==> src/rtl/serial_ctrl.sv <==
// UART bridge for the dm stage: decodes the serial data/status addresses, sequences rdn/wrn
// and buffers received bytes in a small RX FIFO; Busy stalls stores while a transfer is running.
module serial_ctrl #(
  parameter logic [15:0] DATA_ADDR  = 16'hBF00,
  parameter logic [15:0] STAT_ADDR  = 16'hBF01,
  parameter int          RD_CYCLES  = 2,
  parameter int          WR_CYCLES  = 2,
  parameter int          FIFO_DEPTH = 4
) (
  input  logic        Clk,
  input  logic        Rst,
  input  logic [15:0] Addr,
  input  logic [15:0] DataIn,
  input  logic        MemRead,
  input  logic        MemWrite,
  output logic [15:0] DataOut,
  output logic        Busy,
  output logic        rdn,
  output logic        wrn,
  input  logic        data_ready,
  input  logic        tbre,
  input  logic        tsre,
  output logic [7:0]  BusOut,
  output logic        BusOe,
  input  logic [7:0]  BusIn
);

  localparam int AW = $clog2(FIFO_DEPTH);
  localparam int CW = 8;
  localparam logic [CW-1:0] RD_LAST  = CW'(RD_CYCLES - 1);
  localparam logic [CW-1:0] WR_LAST  = CW'(WR_CYCLES - 1);
  localparam logic [AW:0]   FULL_CNT = (AW+1)'(FIFO_DEPTH);

  typedef enum logic [2:0] {
    IDLE,
    RX_STROBE,
    RX_RECOVER,
    TX_SETUP,
    TX_STROBE,
    TX_HOLD,
    TX_WAIT_TBRE,
    TX_WAIT_TSRE
  } state_t;

  state_t          r_state;
  logic [CW-1:0]   r_cnt;
  logic [7:0]      r_tx;
  logic            r_rdn;
  logic            r_wrn;
  logic            r_bus_oe;
  logic [7:0]      r_mem [FIFO_DEPTH];
  logic [AW-1:0]   r_wp;
  logic [AW-1:0]   r_rp;
  logic [AW:0]     r_count;

  logic            w_wr_hit;
  logic            w_accept;
  logic            w_push;
  logic            w_pop;
  logic            w_full;
  logic            w_rx_avail;
  logic            w_tx_ready;
  logic [15:0]     w_dout;
  logic            w_unused_ok;

  assign w_wr_hit    = MemWrite && (Addr == DATA_ADDR);
  assign w_accept    = w_wr_hit && (r_state == IDLE);
  assign w_push      = (r_state == RX_STROBE) && (r_cnt == RD_LAST);
  assign w_rx_avail  = (r_count != '0);
  assign w_pop       = MemRead && (Addr == DATA_ADDR) && w_rx_avail;
  assign w_full      = (r_count == FULL_CNT);
  assign w_tx_ready  = (r_state == IDLE) || (r_state == RX_STROBE) || (r_state == RX_RECOVER);
  assign w_unused_ok = &{1'b0, DataIn[15:8]};

  assign Busy    = w_wr_hit && (r_state != IDLE);
  assign rdn     = r_rdn;
  assign wrn     = r_wrn;
  assign BusOe   = r_bus_oe;
  assign BusOut  = r_tx;
  assign DataOut = w_dout;

  always_comb begin
    w_dout = '0;
    if (MemRead && (Addr == STAT_ADDR)) begin
      w_dout = {14'b0, w_rx_avail, w_tx_ready};
    end else if (w_pop) begin
      w_dout = {8'h00, r_mem[r_rp]};
    end
  end

  // Pointers wrap naturally because the depth is a power of two.
  always_ff @(posedge Clk) begin
    if (Rst) begin
      r_wp    <= '0;
      r_rp    <= '0;
      r_count <= '0;
    end else begin
      if (w_push) r_wp <= r_wp + 1'b1;
      if (w_pop)  r_rp <= r_rp + 1'b1;
      if (w_push && !w_pop) begin
        r_count <= r_count + 1'b1;
      end else if (!w_push && w_pop) begin
        r_count <= r_count - 1'b1;
      end
    end
  end

  always_ff @(posedge Clk) begin
    if (w_push && !Rst) r_mem[r_wp] <= BusIn;
  end

  // Strobe/enable outputs are registered and updated on the transition into each state.
  always_ff @(posedge Clk) begin
    if (Rst) begin
      r_state  <= IDLE;
      r_cnt    <= '0;
      r_tx     <= '0;
      r_rdn    <= 1'b1;
      r_wrn    <= 1'b1;
      r_bus_oe <= 1'b0;
    end else begin
      case (r_state)
        IDLE: begin
          if (w_accept) begin
            r_tx     <= DataIn[7:0];
            r_bus_oe <= 1'b1;
            r_state  <= TX_SETUP;
          end else if (data_ready && !w_full) begin
            r_rdn   <= 1'b0;
            r_cnt   <= '0;
            r_state <= RX_STROBE;
          end
        end
        RX_STROBE: begin
          if (r_cnt == RD_LAST) begin
            r_rdn   <= 1'b1;
            r_state <= RX_RECOVER;
          end else begin
            r_cnt <= r_cnt + 1'b1;
          end
        end
        RX_RECOVER: r_state <= IDLE;
        TX_SETUP: begin
          r_wrn   <= 1'b0;
          r_cnt   <= '0;
          r_state <= TX_STROBE;
        end
        TX_STROBE: begin
          if (r_cnt == WR_LAST) begin
            r_wrn   <= 1'b1;
            r_state <= TX_HOLD;
          end else begin
            r_cnt <= r_cnt + 1'b1;
          end
        end
        TX_HOLD: begin
          r_bus_oe <= 1'b0;
          r_state  <= TX_WAIT_TBRE;
        end
        TX_WAIT_TBRE: if (tbre) r_state <= TX_WAIT_TSRE;
        TX_WAIT_TSRE: if (tsre) r_state <= IDLE;
        default: begin
          r_rdn    <= 1'b1;
          r_wrn    <= 1'b1;
          r_bus_oe <= 1'b0;
          r_state  <= IDLE;
        end
      endcase
    end
  end

endmodule

==> config.mk <==
export PLATFORM = sky130hd
export DESIGN_NAME = serial_ctrl
export DESIGN_NICKNAME = d
export VERILOG_FILES = /design/src/rtl/serial_ctrl.sv
export SDC_FILE = /design/constraint.sdc
export NUM_CORES = 1
export LEC_CHECK = 0
export CORE_UTILIZATION = 40
export CTS_CLUSTER_SIZE = 28
export DETAILED_ROUTE_END_ITERATION = 8
export PLACE_DENSITY = 0.67
export SETUP_SLACK_MARGIN = 0.15
export SLEW_MARGIN = 25
export SYNTH_ARGS = -nofsm -noshare
export SYNTH_HDL_FRONTEND = slang
export SYNTH_SLANG_ARGS = --single-unit
==> constraint.sdc <==
create_clock -name Clk -period 8.3 [get_ports Clk]
set_input_delay 1.66 -clock Clk [delete_from_list [all_inputs] [get_ports Clk]]
set_output_delay 1.66 -clock Clk [all_outputs]
set_load 0.005 [all_outputs]
# Word level (Yosys, flattened, before mapping)
# Memory sizes are Yosys's and may differ from the RTL's. A register that Yosys moved wholly into a read port is not among the register bits.
# Index checks and enable logic that the tools add are counted.
# classes
add_sub_neg	5
multipliers	0
div_mod_pow	0
n_lt_le_gt_ge	0
eq_ne	20
shift	0
muxes	26
bitwise_logic	0
reduce_logical	32
# ops
cell	n
$eq A16 B16 Y1 const B	2
$mux W8	4
$mux W3	8
$pmux W3 S8	1
$pmux W8 S3	1
$mux W16	1
$eq A3 B3 Y1 const B	5
$ne A2 B2 Y1 const B	7
$logic_and A1 B1 Y1	11
$reduce_bool A3 Y1	3
$add A8 B1 Y8 const B	1
$eq A8 B1 Y1 const B	1
$reduce_and A4 Y1	2
$reduce_bool A2 Y1	4
$eq A3 B2 Y1 const B	2
$mux W1	6
$pmux W1 S2	3
$reduce_and A2 Y1	3
$reduce_and A5 Y1	1
$add A2 B1 Y2 const B	2
$logic_not A1 Y1	4
$mux W2	2
$add A3 B1 Y3 const B	1
$eq A3 B1 Y1 const B	1
6 further kinds	7
# totals
regBits	29
latch_bits	0
ramBits	32
mem_bits_ro	0
input_bits	47
output_inout_bits	28
wordCells	93
n_memories	1
# mem_list
name	depth	width	read_ports	rd_clocked_by_memory_dff	wr	line	rtl
r_mem	4	8	1	1	1	51	logic [7:0] r_mem [FIFO_DEPTH];

# Depth between registers and ports, before layout
# Gate-level depths: netlist of run 1.
# logic_depth
ltp_word	6
depth_mapped	12
depth_no_buf	12

# Worst setup path before layout of run 1
# Ideal clock, no wire load.
# synth_path
kind	input to output
startpoint	input Addr[5]
endpoint	output DataOut[2]
t_arrival_ns	2.928
setup_slack_ns	3.712
cell_stages	5
path_cell_list	nor4b_4 > nand4_2 > or4_1 > buf_2 > and2b_2
# synth_between
elab_chain_cells	5
elab_cells_between_ends	7
classes_between	eq/ne (2); mux (2); reduce/logical (3)
# synth_lines
element	line	rtl
start: declaration	12	input logic [15:0] Addr,
$eq A16 B16 Y1	70	assign w_pop = MemRead && (Addr == DATA_ADDR) && w_rx_avail;
$logic_and A1 B1 Y1 (2 in series)	70	
$mux W8	86	end else if (w_pop) begin
$mux W16 *	84	if (MemRead && (Addr == STAT_ADDR)) begin
end: declaration	16	output logic [15:0] DataOut,
# Mark *: on every way between the ends. The rest lies on a longest branch, timed or not.

# Final worst setup path of run 1
# layout_path
startpoint	input Addr[1]
endpoint	output DataOut[3]
# Same word-level chain as after synthesis.

==> impl_metrics.env, run 1 <==
export IMPL_synth_cell_type_count=50
export IMPL_vias=2153
export IMPL_dp_hpwl_um=4060
export IMPL_overflow=0
export IMPL_dp_cells=409
export IMPL_via_per_inst=5.05
export IMPL_synth_compound_area_share_pct=9.41
export IMPL_synth_avg_cell_area_sq_um=11.6
export IMPL_drc=0
export IMPL_cpMaxStageDelayCell="or4_1"
export IMPL_grt_pass1_wl_um=9430
export IMPL_worstRegToRegCells=11
export IMPL_num_io_pins=75
export IMPL_r2r_slack_ns=5.16
export IMPL_synth_area_mux_share_pct=9.33
export IMPL_synth_area_leaders="edfxtp_1 32%, dfxtp_1 21%, mux4_2 6.0%, mux2i_1 3.3%, nor2_1 3.2%"
export IMPL_synth_seq_cells=63
export IMPL_finalSetupViolations=0
export IMPL_die_h_um=88.7
export IMPL_cts_root_buf="clkbuf_8"
export IMPL_worst_slack_ns=2.56
export IMPL_wire_per_inst_um=13.8
export IMPL_synth_adder_area_share_pct=3.58
export IMPL_cts_tree="built"
export IMPL_die_w_um=88.7
export IMPL_ant_nets=0
export IMPL_cp_common_cell="clkdlybuf4s50_1"
export IMPL_ir_drop_v=0.000119
export IMPL_synth_area_sq_um=3010
export IMPL_final_nets=377
export IMPL_fin_skew_ns=0.00997
export IMPL_ys_warn_count=0
export IMPL_synth_edf_count=32
export IMPL_cp_start_kind="input port"
export IMPL_crit_chain="clkdlybuf4s50_1, nor4_4, nand4_2, or4_1, and2b_2, clkdlybuf4s50_1"
export IMPL_async_flop_share_pct=0
export IMPL_slowest_delay_ns=0.69
export IMPL_status="finished, final reports clean"
export IMPL_layoutNonFillerInstCount=426
export IMPL_worstPathRequired_ns=6.64
export IMPL_max_freq_mhz=174
export IMPL_port_buffers=58
export IMPL_grt_max_degree=37
export IMPL_synth_flop_cell="edfxtp_1"
export IMPL_min_path_cells=2
export IMPL_gp_congestion=0.829
export IMPL_critPathKind="in -> out"
export IMPL_ys_top_cells_by_count="32 x edfxtp_1, 31 x dfxtp_1, 26 x nor2_1"
export IMPL_insertion_delay_ns=0.34
export IMPL_synth_simple_area_share_pct=19.3
export IMPL_synth_cells=259
export IMPL_cts_buffers=9
export IMPL_hold_violations=0
export IMPL_synth_top_area_share_pct=32.0
export IMPL_holdBufCountCts=0
export IMPL_max_slew_margin_pct=58.2
export IMPL_critPathMaxFanout=10
export IMPL_track_usage_pct=16.1
export IMPL_first_iter_violations=82
export IMPL_maxCapViolations=0
export IMPL_area_delta_synth_final_pct=29.8
export IMPL_drt_total_wl_um=5860
export IMPL_core_area_sq_um=7250
export IMPL_crit_family="simple AND/OR/NAND/NOR gates"
export IMPL_p_leak_nw=1.35
export IMPL_grt_pass1_vias=2023
export IMPL_rows=31
export IMPL_arrival_ns=4.08
export IMPL_postCtsResizedCells=0
export IMPL_initial_core_util_pct=41.4
export IMPL_hold_class="reg -> reg"
export IMPL_crit_cells=6
export IMPL_yosysTopAreaCell="edfxtp_1"
export IMPL_crit_buf_inv=2
export IMPL_drive_above_1_share_pct=12.8
export IMPL_finalCritPeriodShare_pct=69.2
export IMPL_period_needed_ns=5.74
export IMPL_setup_tns_ns=0
export IMPL_numClockSinks=63
export IMPL_tightest_slew_ns=0.622
export IMPL_dp_slack_ns=2.52
export IMPL_yosysSeqAreaShare_pct=52.6
export IMPL_rsz0062_at_grt="no"
export IMPL_die_area_sq_um=7860
export IMPL_antenna_cells=0
export IMPL_antenna_found_initial=0
export IMPL_synthXorXnorAreaFrac_pct=1.17
export IMPL_drv_slew=0
export IMPL_drt_pass1_iter_count=4
export IMPL_path_clk_slew_ns=0.07
export IMPL_synth_top_family_by_area="simple AND/OR/NAND/NOR gates"
export IMPL_post_cts_buffers=0
export IMPL_cp_end_kind="output port"
export IMPL_synth_most_common_cell="edfxtp_1"
export IMPL_power_density_nw_per_um2=206
export IMPL_clock_path_buffers=2
export IMPL_htreeDepth=3
-- power breakdown --
| part | total (mW) | internal (mW) | switching (mW) |
|---|---|---|---|
| Combinational | 0.148 | 0.0705 | 0.0778 |
| Sequential | 0.360 | 0.339 | 0.0206 |
| Clock | 0.295 | 0.177 | 0.118 |
| Total | 0.803 | 0.587 | 0.216 |
-- flip-flops by register name, summed over array words and instances (netlist names), named ones only --
| signal | cells |
|---|---|
| r_mem | 32 |
| r_cnt | 8 |
| r_count | 3 |
| BusOut | 8 |
| r_rp | 2 |
| wrn | 1 |
| BusOe | 1 |
| rdn | 1 |
| r_state | 3 |
| r_wp | 2 |
-- stage by stage --
stage	util, %	power, mW	hold WS [ns]	instance area [sq um]
floorplan	-	0.466	0.460	3030
global placement	50.6	0.511	0.465	3670
detailed placement	50.6	0.514	0.470	3670
CTS	53.7	0.810	0.480	3890
global route	53.8	0.845	0.507	3900
finish	53.8	0.803	0.480	3900
-- path summary, 6_finish.rpt --
| check | to | from |
|---|---|---|
| max | DataOut[3] | Addr[1] |
| min | BusOe | BusOe |
| max reg2reg | r_count[2] | r_cnt[0] |
| min reg2reg | BusOe | BusOe |
-- layer usage --
metal  routed length, um  track usage, %
met2                2870            26.6
met1                2710            19.6
met5                   0               0
met4                  49            5.13
met3                 231            5.78
-- final cells by class --
class                           count  area (sq um)
Inverter                            8          30.0
Clock buffer                       11           141
Fill cell                         646          3350
Tap cell                           99           124
Multi-Input combinational cell    176          1320
Sequential cell                    63          1580
Timing Repair Buffer               64           626
Clock inverter                      5          82.6
-- kinds of logic after synthesis --
| logic type | count (synthesis) |
|---|---|
| other cells | 1 |
| simple gates | 94 |
| flops | 63 |
| buf+inv | 27 |
| compound gates | 44 |
| mux | 18 |
| fa+ha+maj | 8 |
| xor+xnor | 4 |
-- tightest hold or removal path: cells and delay by family (launching register included) --
kind | cells | cell delay [ns]
AO/OA/AOI/OAI | 2 | 0.12
flip-flops | 1 | 0.31
-- layout by cell type, fill, tap and decap left out, types with 3 or more instances in the layout --
| master | synthesis | final |
|---|---|---|
| clkdlybuf4s50_1 | 0 | 58 |
| edfxtp_1 | 32 | 32 |
| dfxtp_1 | 31 | 31 |
| nor2_1 | 26 | 26 |
| a21oi_1 | 13 | 13 |
| nor3_1 | 11 | 11 |
| o21ai_0 | 10 | 10 |
| mux2i_1 | 10 | 10 |
| clkbuf_8 | 0 | 10 |
| inv_1 | 8 | 8 |
| nand2_1 | 8 | 8 |
| mux4_2 | 8 | 8 |
| conb_1 | 1 | 8 |
| nand2b_1 | 7 | 7 |
| ha_1 | 7 | 7 |
| nand3_1 | 6 | 6 |
| and2b_2 | 6 | 6 |
| buf_4 | 8 | 6 |
| o31ai_1 | 5 | 5 |
| or3_1 | 4 | 4 |
| nor3b_1 | 4 | 4 |
| and3_1 | 3 | 3 |
| nand3b_1 | 3 | 3 |
| clkinvlp_4 | 0 | 3 |
No activity file was read; power rests on OpenSTA's default activity.
==> run 2: changes to the inputs <==
==> constraint.sdc (replaced) <==
create_clock -name Clk -period 5.5 [get_ports Clk]
set_input_delay 1.1 -clock Clk [delete_from_list [all_inputs] [get_ports Clk]]
set_output_delay 1.1 -clock Clk [all_outputs]
set_load 0.005 [all_outputs]
==> run 2 against run 1 <==
Effect of this change: clock skew shrank 0.0055 ns; via count is 1.1% higher; register-to-register slack got worse by 2.8 ns; flip-flop and latch count is the same; largest power group unchanged.
==> impl_metrics.env, run 2 (synthesis results as in run 1) <==
export IMPL_status="finished, final reports clean"
export IMPL_cts_root_buf="clkbuf_8"
export IMPL_insertion_delay_ns=0.34
export IMPL_rows=31
export IMPL_crit_chain="clkdlybuf4s50_1, nor4_4, nand4_2, or4_1, and2b_2, clkdlybuf4s50_1"
export IMPL_dp_hpwl_um=4150
export IMPL_power_density_nw_per_um2=300
export IMPL_arrival_ns=3.53
export IMPL_first_iter_violations=69
export IMPL_wire_per_inst_um=14.0
export IMPL_postCtsResizedCells=0
export IMPL_maxCapViolations=0
export IMPL_grt_pass1_vias=2127
export IMPL_final_cell_mix="58 x clkdlybuf4s50_1, 32 x edfxtp_1, 31 x dfxtp_1"
export IMPL_final_nets=377
export IMPL_setup_tns_ns=0
export IMPL_fin_skew_ns=0.00444
export IMPL_initial_core_util_pct=41.4
export IMPL_post_cts_buffers=0
export IMPL_ant_nets=0
export IMPL_critPathKind="in -> out"
export IMPL_rsz0062_at_grt="no"
export IMPL_drt_pass1_iter_count=4
export IMPL_met3WireLength_um=254
export IMPL_finalCritPeriodShare_pct=84.3
export IMPL_slowest_delay_ns=0.70
export IMPL_path_clk_slew_ns=0.07
export IMPL_regMostFlops="r_mem"
export IMPL_drc=0
export IMPL_crit_family="simple AND/OR/NAND/NOR gates"
export IMPL_ir_drop_v=0.000161
export IMPL_top_layer="met4"
export IMPL_critPathMaxFanout=10
export IMPL_antenna_found_initial=0
export IMPL_met1_length_um=2650
export IMPL_track_usage_pct=16.7
export IMPL_min_from="r_rp[1]"
export IMPL_grt_pass1_wl_um=9830
export IMPL_cts_buffers=9
export IMPL_clock_path_buffers=2
export IMPL_hold_class="reg -> reg"
export IMPL_largest_reg_flops=32
export IMPL_cp_end_kind="output port"
export IMPL_dr_wl_met2_um=2990
export IMPL_die_h_um=88.7
export IMPL_via_per_inst=5.11
export IMPL_overflow=0
export IMPL_layout_commonest_cell="clkdlybuf4s50_1"
export IMPL_crit_buf_inv=2
export IMPL_cpMaxStageDelayCell="or4_1"
export IMPL_antenna_cells=0
export IMPL_max_slew_margin_pct=58.1
export IMPL_grt_max_degree=37
export IMPL_cts_tree="built"
export IMPL_gp_congestion=0.830
export IMPL_numClockSinks=63
export IMPL_holdBufCountCts=0
export IMPL_hold_ws_ns=0.488
export IMPL_finalSetupViolations=0
export IMPL_die_w_um=88.7
export IMPL_hold_violations=0
export IMPL_core_area_sq_um=7250
export IMPL_crit_start="Addr[1]"
export IMPL_max_freq_mhz=216
export IMPL_fillCellCount=640
export IMPL_period_needed_ns=4.63
export IMPL_vias=2176
export IMPL_drv_slew=0
export IMPL_htreeDepth=3
export IMPL_num_io_pins=75
export IMPL_drt_total_wl_um=5960
export IMPL_seq_area_sq_um=1580
export IMPL_drive_above_1_share_pct=13.1
export IMPL_multi_input_area_sq_um=1320
export IMPL_p_leak_nw=1.34
export IMPL_port_buffers=58
export IMPL_regToRegStartpoint="r_cnt[0]"
export IMPL_worstPathRequired_ns=4.40
export IMPL_tightest_slew_ns=0.624
export IMPL_cp_start_kind="input port"
export IMPL_cp_common_cell="clkdlybuf4s50_1"
export IMPL_area_delta_synth_final_pct=29.0
export IMPL_die_area_sq_um=7860
## run 2: worst register-to-register path, stage by stage (launching register included)
cell and delay, ns:
dfxtp_1 0.38, ha_1 0.18, or4b_1 0.47, nor2_1 0.29, nand3_1 0.37, inv_1 0.16
ha_1 0.20, inv_1 0.06, fa_1 0.37, xor2_1 0.16, or3_1 0.30, a21oi_1 0.14
## run 2: path summary, 6_finish.rpt
path | endpoint | slack (ns) | cells after the start
max | DataOut[6] | 0.87 | 6
min | r_rp[1] | 0.49 | 2
max reg2reg | r_count[2] | 2.36 | 11
min reg2reg | r_rp[1] | 0.49 | 2
## run 2: cell type report
cell class,instances,share of cell area [%]
inverter,8,0.774
multi-input combinational,176,33.9
timing repair buffer,64,16.2
clock inverter,7,1.87
clock buffer,9,3.19
tap,99,3.19
sequential,63,40.8
## run 2: report_power, final
| group | switching, mW | internal (mW) | total (mW) | leakage [nW] |
|---|---|---|---|---|
| combinational | 0.116 | 0.106 | 0.223 | 0.706 |
| clock | 0.186 | 0.210 | 0.396 | 0.0956 |
| sequential | 0.0320 | 0.512 | 0.544 | 0.538 |
| total | 0.335 | 0.828 | 1.16 | 1.34 |
## run 2: stage by stage
step / total power [mW] / setup WS [ns] / instance area [sq um] / cells / utilization [%]
finish: 1.16 / 0.865 / 3880 / 426 / 53.5
global route: 1.22 / 0.728 / 3880 / 426 / 53.5
CTS: 1.17 / 0.827 / 3880 / 426 / 53.5
detailed placement: 0.775 / 0.839 / 3680 / 410 / 50.8
global placement: 0.772 / 0.834 / 3670 / 409 / 50.6
floorplan: 0.703 / 2.03 / 3030 / 266 / -
## run 2: per-layer routing
metal,vias up,GRT usage [%]
met4,0,6.01
met1,1052,19.9
met3,10,5.41
met2,46,28.4
met5,-,0
li1,1068,-
==> run 3: changes to the inputs <==
--- a/config.mk
+++ b/config.mk
@@ -8,7 +8,7 @@
 export CORE_UTILIZATION = 40
 export CTS_CLUSTER_SIZE = 28
 export DETAILED_ROUTE_END_ITERATION = 8
-export PLACE_DENSITY = 0.67
+export PLACE_DENSITY = 0.7
 export SETUP_SLACK_MARGIN = 0.15
 export SLEW_MARGIN = 25
 export SYNTH_ARGS = -nofsm -noshare
==> constraint.sdc (replaced) <==
create_clock -name Clk -period 4.1 [get_ports Clk]
set_input_delay 0.82 -clock Clk [delete_from_list [all_inputs] [get_ports Clk]]
set_output_delay 0.82 -clock Clk [all_outputs]
set_load 0.005 [all_outputs]
==> run 3 against run 2 <==
Effect of this change: clock-buffer cell count is 2 higher; die area unchanged; critical path depth is the same; via count increased by 1.2%; setup slack got worse by 0.59 ns; sequential power grew 34%; hold slack worse by 0.0058 ns; critical path type unchanged; critical endpoint is now DataOut[5]; global-route usage decreased by 0.30 points; non-clock buffer count increased by 3; flip-flop and latch count is the same; combinational power increased by 33%.
==> impl_metrics.env, run 3 (synthesis results as in run 1) <==
export IMPL_largest_reg_flops=32
export IMPL_cts_buffers=9
export IMPL_die_h_um=88.7
export IMPL_hold_ws_ns=0.483
export IMPL_crit_start="Addr[6]"
export IMPL_post_dp_cell_area_sq_um=3690
export IMPL_path_clk_slew_ns=0.07
export IMPL_drv_slew=0
export IMPL_port_buffers=58
export IMPL_insertion_delay_ns=0.33
export IMPL_setup_tns_ns=0
export IMPL_core_area_sq_um=7250
export IMPL_antenna_cells=0
export IMPL_period_needed_ns=3.83
export IMPL_critPathKind="in -> out"
export IMPL_cts_tree="built"
export IMPL_cp_start_kind="input port"
export IMPL_via_per_inst=5.14
export IMPL_die_w_um=88.7
export IMPL_final_cell_mix="58 x clkdlybuf4s50_1, 32 x edfxtp_1, 31 x dfxtp_1"
export IMPL_ir_drop_v=0.000352
export IMPL_drt_total_wl_um=6040
export IMPL_seq_area_sq_um=1580
export IMPL_utilization_pct=53.7
export IMPL_overflow=0
export IMPL_grt_max_degree=21
export IMPL_p_total_mw=1.54
export IMPL_numClockSinks=63
export IMPL_clock_path_buffers=2
export IMPL_finalCritPeriodShare_pct=93.4
export IMPL_multi_input_area_sq_um=1320
export IMPL_wire_per_inst_um=14.1
export IMPL_fin_skew_ns=0.00795
export IMPL_die_area_sq_um=7860
export IMPL_ant_nets=0
export IMPL_fillCellCount=640
export IMPL_area_delta_synth_final_pct=29.6
export IMPL_regToRegStartpoint="r_cnt[0]"
export IMPL_reg2reg_to="r_count[2]"
export IMPL_dp_hpwl_um=4280
export IMPL_track_usage_pct=16.4
export IMPL_p_leak_nw=1.35
export IMPL_drc=0
export IMPL_first_iter_violations=112
export IMPL_rsz0062_at_grt="no"
export IMPL_num_io_pins=75
export IMPL_finalSetupViolations=0
export IMPL_regMostFlops="r_mem"
export IMPL_htreeDepth=3
export IMPL_worstRegToRegCells=11
export IMPL_max_slew_margin_pct=58.4
export IMPL_initial_core_util_pct=41.4
export IMPL_status="finished, final reports clean"
export IMPL_grt_pass1_vias=2061
export IMPL_worstPathRequired_ns=3.28
export IMPL_holdBufCountCts=0
export IMPL_power_density_nw_per_um2=396
export IMPL_critPathMaxFanout=7
export IMPL_r2r_slack_ns=1.00
export IMPL_stdcell_area_sq_um=3890
export IMPL_arrival_ns=3.01
export IMPL_vias=2203
export IMPL_antenna_found_initial=0
export IMPL_layout_commonest_cell="clkdlybuf4s50_1"
export IMPL_max_freq_mhz=261
export IMPL_drive_above_1_share_pct=13.6
export IMPL_drt_pass1_iter_count=4
export IMPL_tightest_slew_ns=0.619
export IMPL_rows=31
export IMPL_hold_violations=0
export IMPL_cp_endpoint="DataOut[5]"
export IMPL_cts_root_buf="clkbuf_8"
export IMPL_maxCapViolations=0
export IMPL_final_nets=380
export IMPL_cp_end_kind="output port"
export IMPL_grt_pass1_wl_um=9650
export IMPL_gp_congestion=0.816
export IMPL_hold_class="reg -> reg"
==> run 3: cell types whose count changed in the layout (fill, tap and decap cells not counted), sizes merged <==
cell and delta:
buf +3, clkbuf +2, clkinv -1, inv -1
==> run 3: worst max-delay path, stage by stage <==
cell and delay [ns]:
clkdlybuf4s50_1 0.45, nor4b_4 0.32, nand4_2 0.16, or4_4 0.50, and2b_2 0.25, clkdlybuf4s50_1 0.50
==> run 3: final cells by class <==
cell class	count	area share [%]
flip-flops and latches	63	40.6
clock inverters	5	1.51
inverters	8	0.771
well taps	99	3.18
clock buffers	11	3.37
multi-input cells	176	33.9
repair buffers	67	16.6
==> run 3: timing repair <==
| action | CTS | global route |
|---|---|---|
| hold endpoints to repair | 0 | 0 |
| pin swaps | 0 | 2 |
| endpoints found under the setup margin | 6 | 6 |
| resized for setup | 1 | 0 |
| setup buffers | 0 | 1 |
==> run 3: worst min-delay path by stage <==
stage / from / cells after the start / endpoint / slack [ns]
after global placement: r_rp[1] / 2 / r_rp[1] / 0.47
after CTS: BusOe / 2 / BusOe / 0.49
final: BusOe / 2 / BusOe / 0.48
after global routing: r_rp[1] / 2 / r_rp[1] / 0.51
after detailed placement: r_rp[1] / 2 / flop / 0.48
after floorplan: r_rp[1] / 2 / flop / 0.46
==> run 3: metal layers <==
metal / global-route usage (%) / part of all wire (%) / routed length, um / vias up
met3: 5.41 / 5.3 / 318 / 2
met1: 20.6 / 45 / 2720 / 1066
met2: 27.3 / 49 / 2970 / 56
met4: 4.40 / 0.35 / 21 / 0
li1: - / - / - / 1079
met5: 0 / 0 / 0 / -
==> run 3: report_power, final <==
group | switching, mW | internal [mW]
clock | 0.236 | 0.281
sequential | 0.0426 | 0.687
combinational | 0.154 | 0.143
total | 0.433 | 1.11
==> run 3: through the flow <==
stage,instances,setup WS [ns]
3_3_place_gp,412,0.107
6_report,429,0.271
2_1_floorplan,266,1.19
4_1_cts,428,0.200
5_1_grt,429,0.179
3_5_place_dp,412,0.0814
